File: src/rtl/text_console_writer_if.sv
// Character input handshake and frame-buffer memory bus for the text console writer.
// The writer drives the memory side and answers the character handshake.
interface text_console_writer_if #(
    parameter int ADDR_WIDTH = 16
);
    logic [7:0]            char_in;
    logic                  char_valid;
    logic                  char_ready;
    logic [ADDR_WIDTH-1:0] mem_addr;
    logic                  mem_wr_en;
    logic [15:0]           mem_wr_data;
    logic [15:0]           mem_rd_data;

    modport master (
        input  char_in,
        input  char_valid,
        output char_ready,
        output mem_addr,
        output mem_wr_en,
        output mem_wr_data,
        input  mem_rd_data
    );

    modport slave (
        output char_in,
        output char_valid,
        input  char_ready,
        input  mem_addr,
        input  mem_wr_en,
        input  mem_wr_data,
        output mem_rd_data
    );
endinterface

File: src/rtl/text_console_writer.sv
// 80x60 text console writer: places glyphs into a 16-bit word frame buffer,
// handles CR/LF/BS/FF control codes and clears rows as the cursor scrolls.
module text_console_writer #(
    parameter int                    ADDR_WIDTH = 16,
    parameter logic [ADDR_WIDTH-1:0] FB_BASE    = ADDR_WIDTH'(16'h3000),
    parameter logic [7:0]            BLANK      = 8'h00
) (
    input  logic                 clk,
    input  logic                 reset,
    text_console_writer_if.master bus,
    output logic [6:0]           cursor_col,
    output logic [5:0]           cursor_row
);

    typedef enum logic [2:0] {
        IDLE,
        READ,
        WRITE,
        CLR_ROW,
        CLR_ALL
    } state_e;

    localparam logic [7:0]  CH_BS     = 8'h08;
    localparam logic [7:0]  CH_LF     = 8'h0A;
    localparam logic [7:0]  CH_FF     = 8'h0C;
    localparam logic [7:0]  CH_CR     = 8'h0D;
    localparam logic [6:0]  LAST_COL  = 7'd79;
    localparam logic [5:0]  LAST_ROW  = 6'd59;
    localparam logic [11:0] ROW_LAST  = 12'd39;
    localparam logic [11:0] SCR_LAST  = 12'd2399;

    state_e                state_q, state_d;
    logic [6:0]            col_q, col_d;
    logic [5:0]            row_q, row_d;
    logic [ADDR_WIDTH-1:0] addr_q, addr_d;
    logic                  wr_en_q, wr_en_d;
    logic [15:0]           wr_data_q, wr_data_d;
    logic [7:0]            char_q, char_d;
    logic                  bs_q, bs_d;
    logic [11:0]           cnt_q, cnt_d;

    logic                  ready;
    logic                  accept;
    logic [5:0]            next_row;
    logic                  start_clr;
    logic [15:0]           merged;

    function automatic logic [ADDR_WIDTH-1:0] word_addr(
        input logic [5:0] row,
        input logic [6:0] col
    );
        logic [15:0] off;
        off = 16'(row) * 16'd40 + 16'(col[6:1]);
        return FB_BASE + ADDR_WIDTH'(off);
    endfunction

    assign ready    = (state_q == IDLE) && !reset;
    assign accept   = bus.char_valid && ready;
    assign next_row = (row_q == LAST_ROW) ? 6'd0 : row_q + 6'd1;

    // Read-modify-write merge: even column lives in the high byte.
    assign merged = col_q[0] ? {bus.mem_rd_data[15:8], char_q}
                             : {char_q, bus.mem_rd_data[7:0]};

    // Next-state and next-output computation for the whole writer.
    always_comb begin
        state_d   = state_q;
        col_d     = col_q;
        row_d     = row_q;
        addr_d    = addr_q;
        wr_en_d   = wr_en_q;
        wr_data_d = wr_data_q;
        char_d    = char_q;
        bs_d      = bs_q;
        cnt_d     = cnt_q;
        start_clr = 1'b0;

        unique case (state_q)
            IDLE: begin
                if (accept) begin
                    unique case (1'b1)
                        (bus.char_in == CH_CR): begin
                            col_d = 7'd0;
                        end
                        (bus.char_in == CH_LF): begin
                            col_d     = 7'd0;
                            row_d     = next_row;
                            start_clr = 1'b1;
                        end
                        (bus.char_in == CH_FF): begin
                            col_d     = 7'd0;
                            row_d     = 6'd0;
                            state_d   = CLR_ALL;
                            addr_d    = FB_BASE;
                            wr_en_d   = 1'b1;
                            wr_data_d = {BLANK, BLANK};
                            cnt_d     = 12'd0;
                        end
                        (bus.char_in == CH_BS): begin
                            if (col_q != 7'd0) begin
                                col_d   = col_q - 7'd1;
                                char_d  = BLANK;
                                bs_d    = 1'b1;
                                addr_d  = word_addr(row_q, col_q - 7'd1);
                                state_d = READ;
                            end
                        end
                        default: begin
                            char_d  = bus.char_in;
                            bs_d    = 1'b0;
                            addr_d  = word_addr(row_q, col_q);
                            state_d = READ;
                        end
                    endcase
                end
            end
            READ: begin
                state_d = WRITE;
                wr_en_d = 1'b1;
            end
            WRITE: begin
                wr_data_d = merged;
                wr_en_d   = 1'b0;
                state_d   = IDLE;
                if (!bs_q) begin
                    if (col_q < LAST_COL) begin
                        col_d = col_q + 7'd1;
                    end else begin
                        col_d     = 7'd0;
                        row_d     = next_row;
                        start_clr = 1'b1;
                    end
                end
            end
            CLR_ROW, CLR_ALL: begin
                if (cnt_q == ((state_q == CLR_ROW) ? ROW_LAST : SCR_LAST)) begin
                    state_d = IDLE;
                    wr_en_d = 1'b0;
                end else begin
                    addr_d = addr_q + ADDR_WIDTH'(1);
                    cnt_d  = cnt_q + 12'd1;
                end
            end
            default: begin
                state_d = IDLE;
                wr_en_d = 1'b0;
            end
        endcase

        // A row clear always starts at column 0 of the row just entered.
        if (start_clr) begin
            state_d   = CLR_ROW;
            addr_d    = word_addr(next_row, 7'd0);
            wr_en_d   = 1'b1;
            wr_data_d = {BLANK, BLANK};
            cnt_d     = 12'd0;
        end
    end

    // State and registered outputs; reset abandons any pending access.
    always_ff @(posedge clk) begin
        if (reset) begin
            state_q   <= IDLE;
            col_q     <= 7'd0;
            row_q     <= 6'd0;
            addr_q    <= FB_BASE;
            wr_en_q   <= 1'b0;
            wr_data_q <= 16'h0000;
            char_q    <= 8'h00;
            bs_q      <= 1'b0;
            cnt_q     <= 12'd0;
        end else begin
            state_q   <= state_d;
            col_q     <= col_d;
            row_q     <= row_d;
            addr_q    <= addr_d;
            wr_en_q   <= wr_en_d;
            wr_data_q <= wr_data_d;
            char_q    <= char_d;
            bs_q      <= bs_d;
            cnt_q     <= cnt_d;
        end
    end

    assign bus.char_ready  = ready;
    assign bus.mem_addr    = addr_q;
    assign bus.mem_wr_en   = wr_en_q;
    assign bus.mem_wr_data = (state_q == WRITE) ? merged : wr_data_q;
    assign cursor_col      = col_q;
    assign cursor_row      = row_q;

endmodule

File: src/flat_wrapper.sv
// flat-port wrapper written by rule: the top's interface ports become plain ports
module text_console_writer_flat 
#(
    parameter int                    ADDR_WIDTH = 16,
    parameter logic [ADDR_WIDTH-1:0] FB_BASE    = ADDR_WIDTH'(16'h3000),
    parameter logic [7:0]            BLANK      = 8'h00
)
  (clk, reset, cursor_col, cursor_row, bus_char_in, bus_char_valid, bus_char_ready, bus_mem_addr, bus_mem_wr_en, bus_mem_wr_data, bus_mem_rd_data);
  text_console_writer_if #(.ADDR_WIDTH(ADDR_WIDTH)) bus_i ();
  input  logic clk;
  input  logic reset;
  output logic [6:0] cursor_col;
  output logic [5:0] cursor_row;
  input wire logic [$bits(bus_i.char_in)-1:0] bus_char_in;
  input wire logic [$bits(bus_i.char_valid)-1:0] bus_char_valid;
  output wire logic [$bits(bus_i.char_ready)-1:0] bus_char_ready;
  output wire logic [$bits(bus_i.mem_addr)-1:0] bus_mem_addr;
  output wire logic [$bits(bus_i.mem_wr_en)-1:0] bus_mem_wr_en;
  output wire logic [$bits(bus_i.mem_wr_data)-1:0] bus_mem_wr_data;
  input wire logic [$bits(bus_i.mem_rd_data)-1:0] bus_mem_rd_data;
  assign bus_i.char_in = bus_char_in;
  assign bus_i.char_valid = bus_char_valid;
  assign bus_char_ready = bus_i.char_ready;
  assign bus_mem_addr = bus_i.mem_addr;
  assign bus_mem_wr_en = bus_i.mem_wr_en;
  assign bus_mem_wr_data = bus_i.mem_wr_data;
  assign bus_i.mem_rd_data = bus_mem_rd_data;
  text_console_writer #(.ADDR_WIDTH(ADDR_WIDTH), .FB_BASE(FB_BASE), .BLANK(BLANK)) u_core (.clk(clk), .reset(reset), .bus(bus_i), .cursor_col(cursor_col), .cursor_row(cursor_row));
endmodule
File: config.mk
export PLATFORM = sky130hd
export DESIGN_NAME = text_console_writer_flat
export DESIGN_NICKNAME = d
export VERILOG_FILES = /design/src/rtl/text_console_writer_if.sv /design/src/rtl/text_console_writer.sv /design/src/flat_wrapper.sv
export SDC_FILE = /design/constraint.sdc
export NUM_CORES = 1
export LEC_CHECK = 0
export BUFFER_PORTS_ARGS = -buffer_cell sky130_fd_sc_hd__buf_2
export CAP_MARGIN = 0
export CORE_MARGIN = 2
export CORE_UTILIZATION = 40
export CTS_CLUSTER_SIZE = 28
export DETAILED_ROUTE_END_ITERATION = 10
export GPL_ROUTABILITY_DRIVEN = 1
export GPL_TIMING_DRIVEN = 0
export HOLD_SLACK_MARGIN = 0.02
export MAX_ROUTING_LAYER = met4
export SYNTH_ARGS = -nofsm -noshare
export SYNTH_HDL_FRONTEND = slang
export SYNTH_SLANG_ARGS = --single-unit
File: constraint.sdc
create_clock -name clk -period 6.5 [get_ports clk]
set_input_delay 0.975 -clock clk [delete_from_list [all_inputs] [get_ports clk]]
set_output_delay 0.975 -clock clk [all_outputs]
set_load 0.05 [all_outputs]
==> results.yml <==
yosys:
  synth-seq-cells: 70
  ys_types: 82
  yosysSeqAreaShare: 0.2558
  ys.flop_type: "dfxtp_1"
  ys_async_sr_fraction: 0
  yosysTopAreaCellShare: 0.2558
  synth_warnings: 0
  yosysTopAreaCell: "dfxtp_1"
  synth-edff-count: 0
  synthTopCellsByCount: "89 x nand2_1, 70 x dfxtp_1, 61 x a21oi_1"
  synthesis.nets: 746
  synth.most_common_cell: "nand2_1"
  avgSynthCellArea_sq_um: 7.973
  netlist_top_cells_area: "dfxtp_1 26%, ha_1 6.4%, nand2_1 6.1%"
  netlist_instances: 687
  synth_area_sq_um: 5478
run:
  maxCapViolCount: 0
floorplanning:
  die_w_um: 121.0
  pin_count: 74
  die_h_um: 121.0
  die_area_sq_um: 14650
  num_rows: 42
  initial_core_util: 0.4120
  fp.coreArea_sq_um: 13300
routing:
  drc: 0
  drt-initial-drc-count: 516
  routed_wl_um: 16970
  routedWlPerCell_um: 17.90
  viasPerCell: 5.899
  via_count: 5592
  antenna_left: 0
  wl_met3_um: 963
  top_layer_used: "met4"
  met2_length_um: 7615
  drtPass1Iterations: 5
  routedLengthMet1_um: 8156
global_route:
  grt_overflow_total: 0
  grt_pass1_wl_um: 27040
  grt.total_usage: 0.2402
  grt_max_degree: 13
  grt_pass1_vias: 5258
  antenna_found_initial: 0
critical_path:
  required_ns: 5.52
  cp.arrival_ns: 2.97
  critPathMaxFanout: 10
  cp-start-kind: "flip-flop"
  critPathCaptureType: "output port"
  path_class: "flip-flop to output port"
timing:
  max_freq_mhz: 253.3
  tightest_slew_ns: 0.8179
  max-slew-margin-rel: 0.4548
  min_period_ns: 3.948
  rsz0062_at_grt: "false"
  hold_violations: 0
  maxSlewViolCount: 0
  min_period_over_period: 0.6073
  clock_skew_ns: 0.008434
  finalSetupViolations: 0
  tns_ns: 0
place:
  gp_congestion: 0.8853
  place_area_sq_um: 6048
  dp_hpwl_um: 12670
  port_buffers: 70
power:
  power.switching_w: 0.0005783
  intPower_w: 0.0009884
  ir_worst_vdd_mv: 0.1321
  clkPwrFrac: 0.379
  leakagePower_nw: 2.668
  power_density_nw_per_um2: 245.0
  p_comb_frac: 0.303
  seqPwrFrac: 0.318
  switching_share: 0.3691
clock_network:
  clock-root-buffer: "clkbuf_16"
  h-tree-depth: 3
  cts_hold_repair.buffers: 0
  cts_tree: "built"
  cts_setup_buffers: 0
  cts.path.max_buffers: 2
  clock-sinks: 70
  clk_latency_ns: 0.35
  cts_buffers: 9
  clkTransAtPathRegs_ns: 0.06
  post_cts_resized: 0
finish:
  diodes: 0
  design_area_sq_um: 6394
  drive_above_1_share: 0.1878
  area_growth_pct: 16.72
  nets: 827
hold_path:
  worstHoldPathType: "flip-flop to flip-flop"
outcome:
  status: "finished clean"
cell type report:
class                      count  area [sq um]
fill                        1335          6902
buffer                        39         192.7
tap                          176         220.2
clock inverter                 5         106.4
sequential                    70          1401
timing repair buffer          70         350.3
inverter                      24         90.09
clock buffer                  10         239.0
multi-input combinational    554          3794
worst paths after layout:
kind	slack, ns	startpoint	cells past startpoint	endpoint
setup / recovery	2.55	u_core.state_q[0]$_SDFFE_PP0P_	9	bus_mem_wr_data[6]
hold / removal	0.47	u_core.wr_data_q[7]$_SDFFE_PP0P_	2	u_core.wr_data_q[7]$_SDFFE_PP0P_
setup reg to reg	3.18	u_core.cursor_col[1]$_SDFFE_PP0P_	12	u_core.bus.mem_addr[5]$_SDFFE_PP0P_
hold reg to reg	0.47	u_core.wr_data_q[7]$_SDFFE_PP0P_	2	u_core.wr_data_q[7]$_SDFFE_PP0P_
power groups by stage:
stage	combinational (W)	clock, W	sequential (W)
floorplan	0.000290	0	0.000560
global placement	0.000462	0	0.000506
detailed placement	0.000466	0	0.000507
CTS	0.000469	0.000600	0.000498
global route	0.000509	0.000615	0.000504
finish	0.000474	0.000594	0.000499
cell families (layout without fill, tap and decap cells):
| logic type | count (synthesis) | in the layout | synth area share |
|---|---|---|---|
| AO/OA/AOI/OAI | 188 | 188 | 0.2444 |
| XOR/XNOR | 33 | 33 | 0.05779 |
| adder cells (fa/ha/maj) | 32 | 32 | 0.07858 |
| buffers and inverters | 63 | 148 | 0.05162 |
| flip-flops | 70 | 70 | 0.2558 |
| multiplexers | 29 | 29 | 0.05665 |
| AND/OR/NAND/NOR | 272 | 272 | 0.2551 |
layer usage:
| metal | up-vias | track usage |
|---|---|---|
| li1 | 2699 | - |
| met1 | 2697 | 0.3328 |
| met2 | 177 | 0.3574 |
| met3 | 19 | 0.03853 |
| met4 | 0 | 0.07703 |
| met5 | - | - |
worst max-delay path: stages, from the launching register on:
cell	delay, ns
dfxtp_1	0.31
buf_2	0.19
nor2_1	0.25
and2_1	0.17
clkbuf_1	0.37
clkbuf_1	0.53
buf_2	0.33
nand2_1	0.12
nand2_1	0.09
buf_2	0.26
flip-flops by register name, summed over array words and instances, names as in the netlist:
register,count
u_core.state_q,3
u_core.bs_q,1
u_core.wr_data_q,16
u_core.bus.mem_wr_en,1
u_core.char_q,8
u_core.bus.mem_addr,16
u_core.cursor_row,6
u_core.cursor_col,7
u_core.cnt_q,12
layout by cell type (no fill, tap or decap), drive strengths merged, types with 6 or more instances in the layout:
cell type  Yosys  final
buf           19     89
or4           11     11
nand3         44     44
mux2          16     16
xnor2         17     17
dfxtp         70     70
or3            6      6
nor3          12     12
a311oi        11     11
mux2i         13     13
nand2         90     90
a211oi        12     12
ha            28     28
o21ai         25     25
nor2          58     58
clkbuf        20     30
xor2          14     14
o31ai          8      8
nand4         13     13
nor2b          7      7
a21oi         62     62
inv           24     25
o211ai        11     11
a21o           7      7
metrics by stage:
stage          instances   power, W    util  setup slack [ns]  hold slack (ns)
3_3_place_gp         933  0.0009680  0.4549             2.843           0.4541
2_1_floorplan        687  0.0008503       -             3.225           0.4481
4_1_cts              948   0.001567  0.4809             2.547           0.4707
3_5_place_dp         933  0.0009737  0.4549             2.804           0.4611
6_report             948   0.001567  0.4809             2.552           0.4689
5_1_grt              948   0.001628  0.4809             2.371           0.4917
Note: power is estimated with default switching activity, not from simulation.
